===== src/rtl/fft_pkg.sv =====
// Shared types and constants for the radix-2 FFT butterfly datapath.
// Complex samples are packed as {re, im}: bits 31:16 real, 15:0 imaginary, signed Q1.15.
package fft_pkg;

    typedef struct packed {
        logic signed [15:0] re;
        logic signed [15:0] im;
    } cplx16_t;

    localparam logic signed [15:0] Q15_MAX  = 16'sh7FFF;
    localparam logic signed [15:0] Q15_MIN  = 16'sh8000;
    localparam logic signed [31:0] PROD_RND = 32'sd16384;

    // One butterfly component: a +/- m, then either halved with round-half-up
    // or saturated to Q1.15. Bit 16 of the result flags a saturation.
    function automatic logic [16:0] bfly_comp(
        input logic signed [15:0] a,
        input logic signed [15:0] m,
        input logic               sub,
        input logic               scale
    );
        logic signed [17:0] s;
        logic signed [17:0] r;
        logic [16:0]        res;
        s = sub ? ($signed({{2{a[15]}}, a}) - $signed({{2{m[15]}}, m}))
                : ($signed({{2{a[15]}}, a}) + $signed({{2{m[15]}}, m}));
        r = (s + 18'sd1) >>> 1;
        if (scale) begin
            res = {1'b0, r[15:0]};
        end else if (s > 18'sd32767) begin
            res = {1'b1, Q15_MAX};
        end else if (s < -18'sd32768) begin
            res = {1'b1, Q15_MIN};
        end else begin
            res = {1'b0, s[15:0]};
        end
        return res;
    endfunction

endpackage


===== src/rtl/complexmultiplier.sv =====
// Full-precision complex multiply of two packed Q1.15 values.
// Output p = {re[63:32], im[31:0]}, each Q2.30; the sums cannot overflow 32 bits.
module complexmultiplier (
    input  logic [31:0] a,
    input  logic [31:0] b,
    output logic [63:0] p
);
    logic signed [15:0] ar, ai, br, bi;
    logic signed [31:0] rr, ii, ri, ir;

    assign ar = a[31:16];
    assign ai = a[15:0];
    assign br = b[31:16];
    assign bi = b[15:0];

    assign rr = 32'(ar) * 32'(br);
    assign ii = 32'(ai) * 32'(bi);
    assign ri = 32'(ar) * 32'(bi);
    assign ir = 32'(ai) * 32'(br);

    assign p = {rr - ii, ri + ir};
endmodule


===== src/rtl/cplx_round_sat.sv =====
// Rounds a Q2.30 complex product back to Q1.15 (round half up) with saturation.
module cplx_round_sat
    import fft_pkg::*;
(
    input  logic [63:0] prod,
    output cplx16_t     res,
    output logic        ovf
);
    logic [16:0] re_rs, im_rs;

    function automatic logic [16:0] rnd_sat(input logic [31:0] p);
        logic signed [32:0] t;
        logic [16:0]        r;
        t = $signed({p[31], p}) + $signed({PROD_RND[31], PROD_RND});
        t = t >>> 15;
        if (t > 33'sd32767) begin
            r = {1'b1, Q15_MAX};
        end else if (t < -33'sd32768) begin
            r = {1'b1, Q15_MIN};
        end else begin
            r = {1'b0, t[15:0]};
        end
        return r;
    endfunction

    // Round each part independently; either saturating flags overflow.
    always_comb begin
        re_rs  = rnd_sat(prod[63:32]);
        im_rs  = rnd_sat(prod[31:0]);
        res.re = re_rs[15:0];
        res.im = im_rs[15:0];
        ovf    = re_rs[16] | im_rs[16];
    end
endmodule


===== src/rtl/fft_butterfly_stage.sv =====
// Three-stage radix-2 DIT butterfly: S1 captures inputs, S2 holds the rounded
// W*B product, S3 holds X = A + W*B and Y = A - W*B. All stages share one enable,
// so a stalled output freezes the whole pipe (bubbles are kept).
module fft_butterfly_stage
    import fft_pkg::*;
#(
    parameter int TAG_W = 10,
    parameter int SCALE = 1
) (
    input  logic             clk,
    input  logic             reset,
    input  logic             in_valid,
    output logic             in_ready,
    input  logic [31:0]      in_a,
    input  logic [31:0]      in_b,
    input  logic [31:0]      in_w,
    input  logic [TAG_W-1:0] in_tag,
    output logic             out_valid,
    input  logic             out_ready,
    output logic [31:0]      out_x,
    output logic [31:0]      out_y,
    output logic [TAG_W-1:0] out_tag,
    input  logic             ovf_clear,
    output logic             ovf_sticky
);
    logic             en;
    logic             s1_valid, s2_valid;
    cplx16_t          s1_a, s1_b, s1_w, s2_a, s2_m, m_res;
    logic [TAG_W-1:0] s1_tag, s2_tag;
    logic [63:0]      prod;
    logic             m_ovf;
    logic [16:0]      xr, xi, yr, yi;
    logic             bf_ovf;

    assign en       = out_ready | ~out_valid;
    assign in_ready = en;

    complexmultiplier u_mult (
        .a (s1_b),
        .b (s1_w),
        .p (prod)
    );

    cplx_round_sat u_round (
        .prod (prod),
        .res  (m_res),
        .ovf  (m_ovf)
    );

    // S1: capture the incoming pair, twiddle and tag.
    always_ff @(posedge clk) begin
        if (reset) begin
            s1_valid <= 1'b0;
            s1_a     <= '0;
            s1_b     <= '0;
            s1_w     <= '0;
            s1_tag   <= '0;
        end else if (en) begin
            s1_valid <= in_valid;
            if (in_valid) begin
                s1_a   <= in_a;
                s1_b   <= in_b;
                s1_w   <= in_w;
                s1_tag <= in_tag;
            end
        end
    end

    // S2: register the rounded product with A and tag delayed alongside.
    always_ff @(posedge clk) begin
        if (reset) begin
            s2_valid <= 1'b0;
            s2_a     <= '0;
            s2_m     <= '0;
            s2_tag   <= '0;
        end else if (en) begin
            s2_valid <= s1_valid;
            if (s1_valid) begin
                s2_a   <= s1_a;
                s2_m   <= m_res;
                s2_tag <= s1_tag;
            end
        end
    end

    // Butterfly sum/difference per component from the S2 contents.
    always_comb begin
        xr     = bfly_comp(s2_a.re, s2_m.re, 1'b0, SCALE != 0);
        xi     = bfly_comp(s2_a.im, s2_m.im, 1'b0, SCALE != 0);
        yr     = bfly_comp(s2_a.re, s2_m.re, 1'b1, SCALE != 0);
        yi     = bfly_comp(s2_a.im, s2_m.im, 1'b1, SCALE != 0);
        bf_ovf = xr[16] | xi[16] | yr[16] | yi[16];
    end

    // S3: output register; data only reloads for valid beats so bubbles leave it untouched.
    always_ff @(posedge clk) begin
        if (reset) begin
            out_valid <= 1'b0;
            out_x     <= '0;
            out_y     <= '0;
            out_tag   <= '0;
        end else if (en) begin
            out_valid <= s2_valid;
            if (s2_valid) begin
                out_x   <= {xr[15:0], xi[15:0]};
                out_y   <= {yr[15:0], yi[15:0]};
                out_tag <= s2_tag;
            end
        end
    end

    // Sticky overflow: only advancing valid beats count, and a new set beats a clear.
    always_ff @(posedge clk) begin
        if (reset) begin
            ovf_sticky <= 1'b0;
        end else if (en && ((s1_valid && m_ovf) || (s2_valid && bf_ovf))) begin
            ovf_sticky <= 1'b1;
        end else if (ovf_clear) begin
            ovf_sticky <= 1'b0;
        end
    end
endmodule


===== config.mk =====
export PLATFORM = sky130hd
export DESIGN_NAME = fft_butterfly_stage
export DESIGN_NICKNAME = d
export VERILOG_FILES = /design/src/rtl/fft_pkg.sv /design/src/rtl/complexmultiplier.sv /design/src/rtl/cplx_round_sat.sv /design/src/rtl/fft_butterfly_stage.sv
export SDC_FILE = /design/constraint.sdc
export NUM_CORES = 2
export LEC_CHECK = 0
export CAP_MARGIN = 10
export CORE_MARGIN = 3
export CORE_UTILIZATION = 59
export DETAILED_ROUTE_END_ITERATION = 12
export GPL_TIMING_DRIVEN = 0
export HOLD_SLACK_MARGIN = 0.08
export PLACE_DENSITY_LB_ADDON = 0.1
export SYNTH_ARGS = -nofsm -noshare
export SYNTH_HDL_FRONTEND = slang
export SYNTH_SLANG_ARGS = --single-unit

===== constraint.sdc =====
create_clock -name clk -period 8.9 [get_ports clk]
set_clock_uncertainty 0.05 [all_clocks]
set_input_delay 2.67 -clock clk [delete_from_list [all_inputs] [get_ports clk]]
set_output_delay 2.67 -clock clk [all_outputs]
set_load 0.01 [all_outputs]

-- Word level (Yosys, flattened, before mapping)
Index checks and enable logic that the tools add are counted.
- bits in registers: 258
- input port bits: 111
- output and inout bits: 77
- $add $sub $neg: 12
- multipliers: 4
- magnitude comparators: 4
- mux-type cells: 6
- bitwise logic cells: 3
- reduce and logical (&&, ||, !) cells: 6
- operator list (kind ; count):
    multiplier 16 x 16 -> 32 bit ; 4
    adder 17 x 2 -> 17 bit (second input constant) ; 4
    2-to-1 mux 17 bit ; 4
    adder 32 x 16 -> 33 bit (second input constant) ; 2
    greater-than comparator 18 x 16 -> 1 bit (second input constant) ; 2
    < comparator 18 x 16 -> 1 bit (second input constant) ; 2
    adder 16 x 16 -> 17 bit ; 2
    subtractor 16 x 16 -> 17 bit ; 2
    adder 32 bit ; 1
    subtractor 32 bit ; 1
    AND reduction 2 bit ; 3
    logical AND 1 bit ; 2
    2-to-1 mux 1 bit ; 2
    bitwise OR 1 bit ; 2
    nonzero test 2 bit ; 1
    NOT 1 bit ; 1

-- Depth between registers and ports, before layout
- depth in word-level cells: 10
- depth in mapped cells: 35

-- By module
Synthesis repeated with hierarchy kept, for this count alone.
- cells, all modules: 5938
- area, all modules: 52680.5 um2
- by module, submodules not included (module ; times used ; cells an instance ; area each (um2) ; seq. area each (um2)):
    complexmultiplier ; 1 ; 4279 ; 39729.4 ; 0.0
    fft_butterfly_stage ; 1 ; 1527 ; 12056.6 ; 5165.0
    cplx_round_sat ; 1 ; 132 ; 894.6 ; 0.0

-- Worst setup path after synthesis
OpenSTA, ideal clock, no wires.
- kind: register -> register
- start: register s1_b[15] (netlist bit)
- end: register s2_m[23] (netlist bit)
- arrival: 8.457 ns
- data required time: 8.703 ns
- setup slack: 0.246 ns
- cell stages (with the launch flop): 33
- buffers on the path: 4
- period minus slack after synthesis: 8.654 ns
- path through: dfxtp_1 -> clkbuf_1 -> nand2_1 -> inv_1 -> fa_1 -> inv_1 -> fa_1 -> inv_1 -> fa_1 -> inv_1 -> fa_1 -> fa_1 -> fa_1 -> fa_1 -> inv_1 -> fa_1 -> inv_1 -> ha_1 -> buf_6 -> a21o_1 -> a31o_4 -> o21bai_1 -> a21oi_1 -> o311ai_1 -> nand4b_4 -> or3b_1 -> buf_2 -> nor3_4 -> nand2_2 -> and4b_4 -> a2111oi_4 -> buf_6 -> a221oi_2
- cells in the longest elaborated chain, start to end: 6
- elaborated cells between the ends (all ways): 7
- classes of those cells: add/sub: 2; mul: 1; order compare: 2; mux: 2
- RTL lines (what ; RTL line ; RTL):
    start, declared ; fft_butterfly_stage.sv:28 ; cplx16_t s1_a, s1_b, s1_w, s2_a, s2_m, m_res;
    start signal, assigned ; fft_butterfly_stage.sv:62 ; s1_b <= in_b;
    multiplier 16 x 16 -> 32 bit (*) ; complexmultiplier.sv:17 ; assign ii = 32'(ai) * 32'(bi);
    subtractor 32 bit (*) ; complexmultiplier.sv:21 ; assign p = {rr - ii, ri + ir};
    adder 32 x 16 -> 33 bit (*) ; cplx_round_sat.sv:14 ; t = $signed({p[31], p}) + $signed({PROD_RND[31], PROD_RND});
    < comparator 18 x 16 -> 1 bit ; cplx_round_sat.sv:18 ; end else if (t < -33'sd32768) begin
    2-to-1 mux 17 bit ; cplx_round_sat.sv:18 ;
    2-to-1 mux 17 bit (*) ; cplx_round_sat.sv:16 ; if (t > 33'sd32767) begin
    end signal, assigned ; fft_butterfly_stage.sv:80 ; s2_m <= m_res;
    end, declared ; fft_butterfly_stage.sv:28 ;
Mark *: on every way between the ends. The rest lies on a longest branch, timed or not.
A chain may end at the register's enable or synchronous reset.

-- Worst setup path after layout
- start: register s1_w[4] (netlist bit)
- end: register s2_m[21] (netlist bit)
- cells in the longest elaborated chain, start to end: 6
- elaborated cells between the ends (all ways): 7
- classes of those cells: add/sub: 2; mul: 1; order compare: 2; mux: 2
- RTL lines (what ; RTL line ; RTL):
    start, declared ; fft_butterfly_stage.sv:28 ;
    start signal, assigned ; fft_butterfly_stage.sv:63 ; s1_w <= in_w;
    multiplier 16 x 16 -> 32 bit (*) ; complexmultiplier.sv:17 ;
    subtractor 32 bit (*) ; complexmultiplier.sv:21 ;
    adder 32 x 16 -> 33 bit (*) ; cplx_round_sat.sv:14 ;
    < comparator 18 x 16 -> 1 bit ; cplx_round_sat.sv:18 ;
    2-to-1 mux 17 bit ; cplx_round_sat.sv:18 ;
    2-to-1 mux 17 bit (*) ; cplx_round_sat.sv:16 ;
Marked as above.

==> run summary <==
The wire length reported by the detailed router is 199,000 µm. For this run, the top clock speed supported by timing is around 110 MHz. The cell sitting at the root of the clock tree is a sky130_fd_sc_hd__clkbuf_16. The maximum count of clock buffers along a single path came out at 3. The setup TNS is 0 ps. The flow ran to the end, and the final reports show no timing, DRC or antenna violations. The H-tree level count came out at 1. The proportion of layout cells with a drive suffix above 1 is 0.0939. The initial detailed-routing violation count is just over 4k.

Setup slack on the critical path of the routed design comes to between 40 and 50 ps. The largest voltage drop on the vdd net is 983 µV. Entering global routing, the biggest net connects 17 pins.

The total of warnings raised by yosys is 0. The clock tree from TritonCTS is yes. The launching point of the worst reg2reg path is s1_w[4]. The initial utilization of the core area, before any placement, comes to 0.599. The number of non-filler instances in the completed layout is about 7.4k. Ranked by total cell area, the synthesized netlist is headed by sky130_fd_sc_hd__fa_1 (44%), sky130_fd_sc_hd__dfxtp_1 (9.9%), sky130_fd_sc_hd__inv_1 (9.7%), sky130_fd_sc_hd__ha_1 (9.3%), sky130_fd_sc_hd__and2_1 (6.3%). In the post-synthesis netlist, the cell with the most instances is sky130_fd_sc_hd__inv_1. Using the TritonRoute via totals, the vias-per-cell ratio works out to slightly below 6.

Summed over all cells, the static leakage comes to roughly 29 nW. Max-cap violations in this run came to 0. The core region area is 87,400 µm². The share of the clock period used by the worst path came out at 0.995. The total global routing overflow is 0. Of all flip-flops after synthesis, the portion carrying an async set or reset was 0. The via count of the first global-routing pass came to between 40k and 50k. The count of port buffers added during placement is between 150 and 200.

The synthesized design spends more area on one cell type than any other, namely sky130_fd_sc_hd__fa_1. The total I/O pin count is between 150 and 200. In the routed design, unresolved DRC markers number 0. The clock insertion delay at the later pin of the skew report is 660 ps. STA puts the critical path data required time at 9330 ps. The distinct cell type count of the synthesized netlist is 82.

The worst max-slew margin expressed relative to the limit is 0.0871. The final critical delay including setup and external delays is approximately 8900 ps. The final layout contains between 7k and 8k nets. The area fraction of the dominant cell type after synthesis came out at 0.440. The clock sink count is 258. The number of enable-type register cells in the synthesized netlist came out at 0.

Along the worst path, the maximum fanout reaches 10. The power consumption is slightly above 20 mW. The number of CTS-inserted buffers came out at 31. The worst setup path is captured at a flip-flop.

The most prevalent standard cell on the critical path is sky130_fd_sc_hd__fa_1. The number of antenna violations at the first check in global routing is 20. In the synthesized netlist the dominant register cell turns out to be sky130_fd_sc_hd__dfxtp_1.

The die width came out at between 300 and 400 µm. The routed layout has between 40k and 50k vias. The post-synthesis average cell area is around 9 µm². The congestion estimate from routability-driven global placement came to between 1 and 1.5. The start point of the critical path is s1_w[4]. The first global-routing pass estimated about 290,000 µm of wire.

The number of search-and-repair iterations in the first detailed-routing pass came out at 8. The sequential element share of the synthesized area is 0.0986. The maximum cell stage delay along the critical path came out at around 620 ps. The clock-pin slew on the worst setup and hold paths came out at about 90 ps. The number of hold violations in the final report is 0. The synthesized area came out at ~52,000 µm². The synthesized instance count is between 5k and 6k.

The number of pins exceeding their max-slew limit in the final report came to 0. The worst hold-check path type is reg -> reg. The number of synthesized register bits is about 260. In the synthesized netlist, the cells that appear most often are sky130_fd_sc_hd__inv_1 (1,348), sky130_fd_sc_hd__fa_1 (1,152), sky130_fd_sc_hd__nand2_1 (864). On the critical path, the stage with the largest delay is an instance of sky130_fd_sc_hd__fa_1.

The sum of net half-perimeters after detailed placement came out at ~160,000 µm. The full die area is 92,400 µm². The number of failing setup endpoints in the final timing report came out at 0. The area added between synthesis and finish came out at 14.7%. The worst slack after detailed placement came out at -2230 ps. The average detailed-routed wire length per instance is 27.1 µm. The final-layout fill cell count came out at 7,087. In the global route stage, overall resource usage came out at 0.436.

The total power density per cell area is about 340 nW/µm². In this run the remaining antenna-violating nets after routing total 0. The launch point of the worst hold path is out_x[1]. The final instance area came out at ~60,000 µm². The total instance count after detailed placement is slightly above 7k.

The post-synthesis net count is 7,502. The number of placement rows came out at between 100 and 150. At the pin with the least slew margin, the transition time is 1370 ps. The critical path in this run is classified as reg -> reg.

In this run the vertical extent of the chip is 304 µm. After detailed placement, the total cell area comes to between 50,000 and 60,000 µm². The data arrival time at the worst-slack endpoint came out at ~9300 ps. STA classifies the critical path startpoint as a flip-flop.

The footprint of the flip-flops and latches is around 5300 µm². The combined area of the multi-input logic cells is between 40,000 and 50,000 µm².
## registers in the layout, summed over array words and instances (netlist names), 32 cells and up
| name | cells |
|---|---|
| s1_b | 32 |
| s1_w | 32 |
| out_x | 32 |
| s2_m | 32 |
| s2_a | 32 |
| out_y | 32 |
| s1_a | 32 |
## kinds of logic (layout without fill, tap and decap cells)
kind of cell	after synthesis	count (layout)	synth area share
AO/OA/AOI/OAI	542	542	0.0664
XOR/XNOR	138	138	0.0231
buffers and inverters	1640	1978	0.118
adder cells (fa/ha/maj)	1543	1543	0.534
flip-flops	258	258	0.0986
AND/OR/NAND/NOR	1726	1726	0.160
multiplexers	1	1	0.000191
other	0	28	0
## per-stage QoR
stage / utilization / hold slack, ps
floorplan: - / 382
global placement: 0.637 / 388
detailed placement: 0.637 / 393
CTS: 0.670 / 399
global route: 0.686 / 410
finish: 0.687 / 400
## report_power, final
group | total [mW] | leakage, nW | switching (mW) | internal (mW)
registers | 1.39 | 2.15 | 0.130 | 1.26
clock network | 1.39 | 0.531 | 0.596 | 0.798
logic | 17.6 | 26.1 | 10.8 | 6.82
## what timing repair did
action | 4_1_cts | 5_1_grt
setup buffers | 31 | 65
setup endpoints to repair | 33 | 33
hold buffers | 0 | 0
gates resized for setup | 543 | 325
gates cloned | 0 | 2
pin swaps | 22 | 59
## area by class of cell
cell class	count	area share
diodes	28	0.00117
plain buffers	286	0.0407
clock buffers	40	0.0141
clock inverters	18	0.00398
inverters	1349	0.0847
multi-input cells	3950	0.697
flip-flops and latches	258	0.0890
well taps	1155	0.0241
repair buffers	285	0.0449
## path summary, 6_finish.rpt
check | end | depth (start not counted) | slack (ps)
hold / removal | out_x[1] | 2 | 400
hold reg to reg | out_x[1] | 2 | 400
setup reg to reg | s2_m[21] | 30 | 50
setup / recovery | s2_m[21] | 30 | 50
## worst max-delay path: cells and delay by family, from the launching register on
| kind | cells | cell delay (ps) |
|---|---|---|
| AOI/OAI and AO/OA | 7 | 1290 |
| adders and majority gates | 9 | 4350 |
| buffers and inverters | 8 | 1190 |
| DFF | 1 | 450 |
| and+or+nand+nor | 6 | 1330 |
## cells in the final DEF, fill, tap and decap left out, drive strengths merged, types with 6 or more instances in the layout
cell | synthesis | final
dfxtp | 258 | 258
clkinv | 1 | 9
and2 | 525 | 525
clkdlybuf4s50 | 0 | 186
xor2 | 43 | 43
buf | 17 | 197
and4 | 6 | 6
or3 | 18 | 18
clkbuf | 274 | 228
a21oi | 278 | 278
o21bai | 18 | 18
clkinvlp | 0 | 8
a211oi | 56 | 56
ha | 391 | 391
diode | 0 | 28
a311oi | 11 | 11
nor2 | 130 | 130
inv | 1348 | 1346
o21a | 9 | 9
xnor2 | 95 | 95
fa | 1152 | 1152
nand2 | 865 | 865
o21ai | 55 | 55
nand3 | 25 | 25
nor3 | 39 | 39
and3 | 15 | 15
a21o | 33 | 33
nand4b | 6 | 6
a31oi | 6 | 6
nand2b | 35 | 35
a221oi | 20 | 20
nand4 | 15 | 15
nor2b | 22 | 22
nor4 | 7 | 7
o31ai | 6 | 6
o211ai | 6 | 6
## per-layer routing
metal	global-route usage	vias to the layer above	routed length, µm
met5	0	-	142
met4	0.281	8	16500
met1	0.555	21600	73200
met3	0.144	688	24700
li1	-	18000	-
met2	0.640	2488	84900
Power figures use the tool's default switching activity.
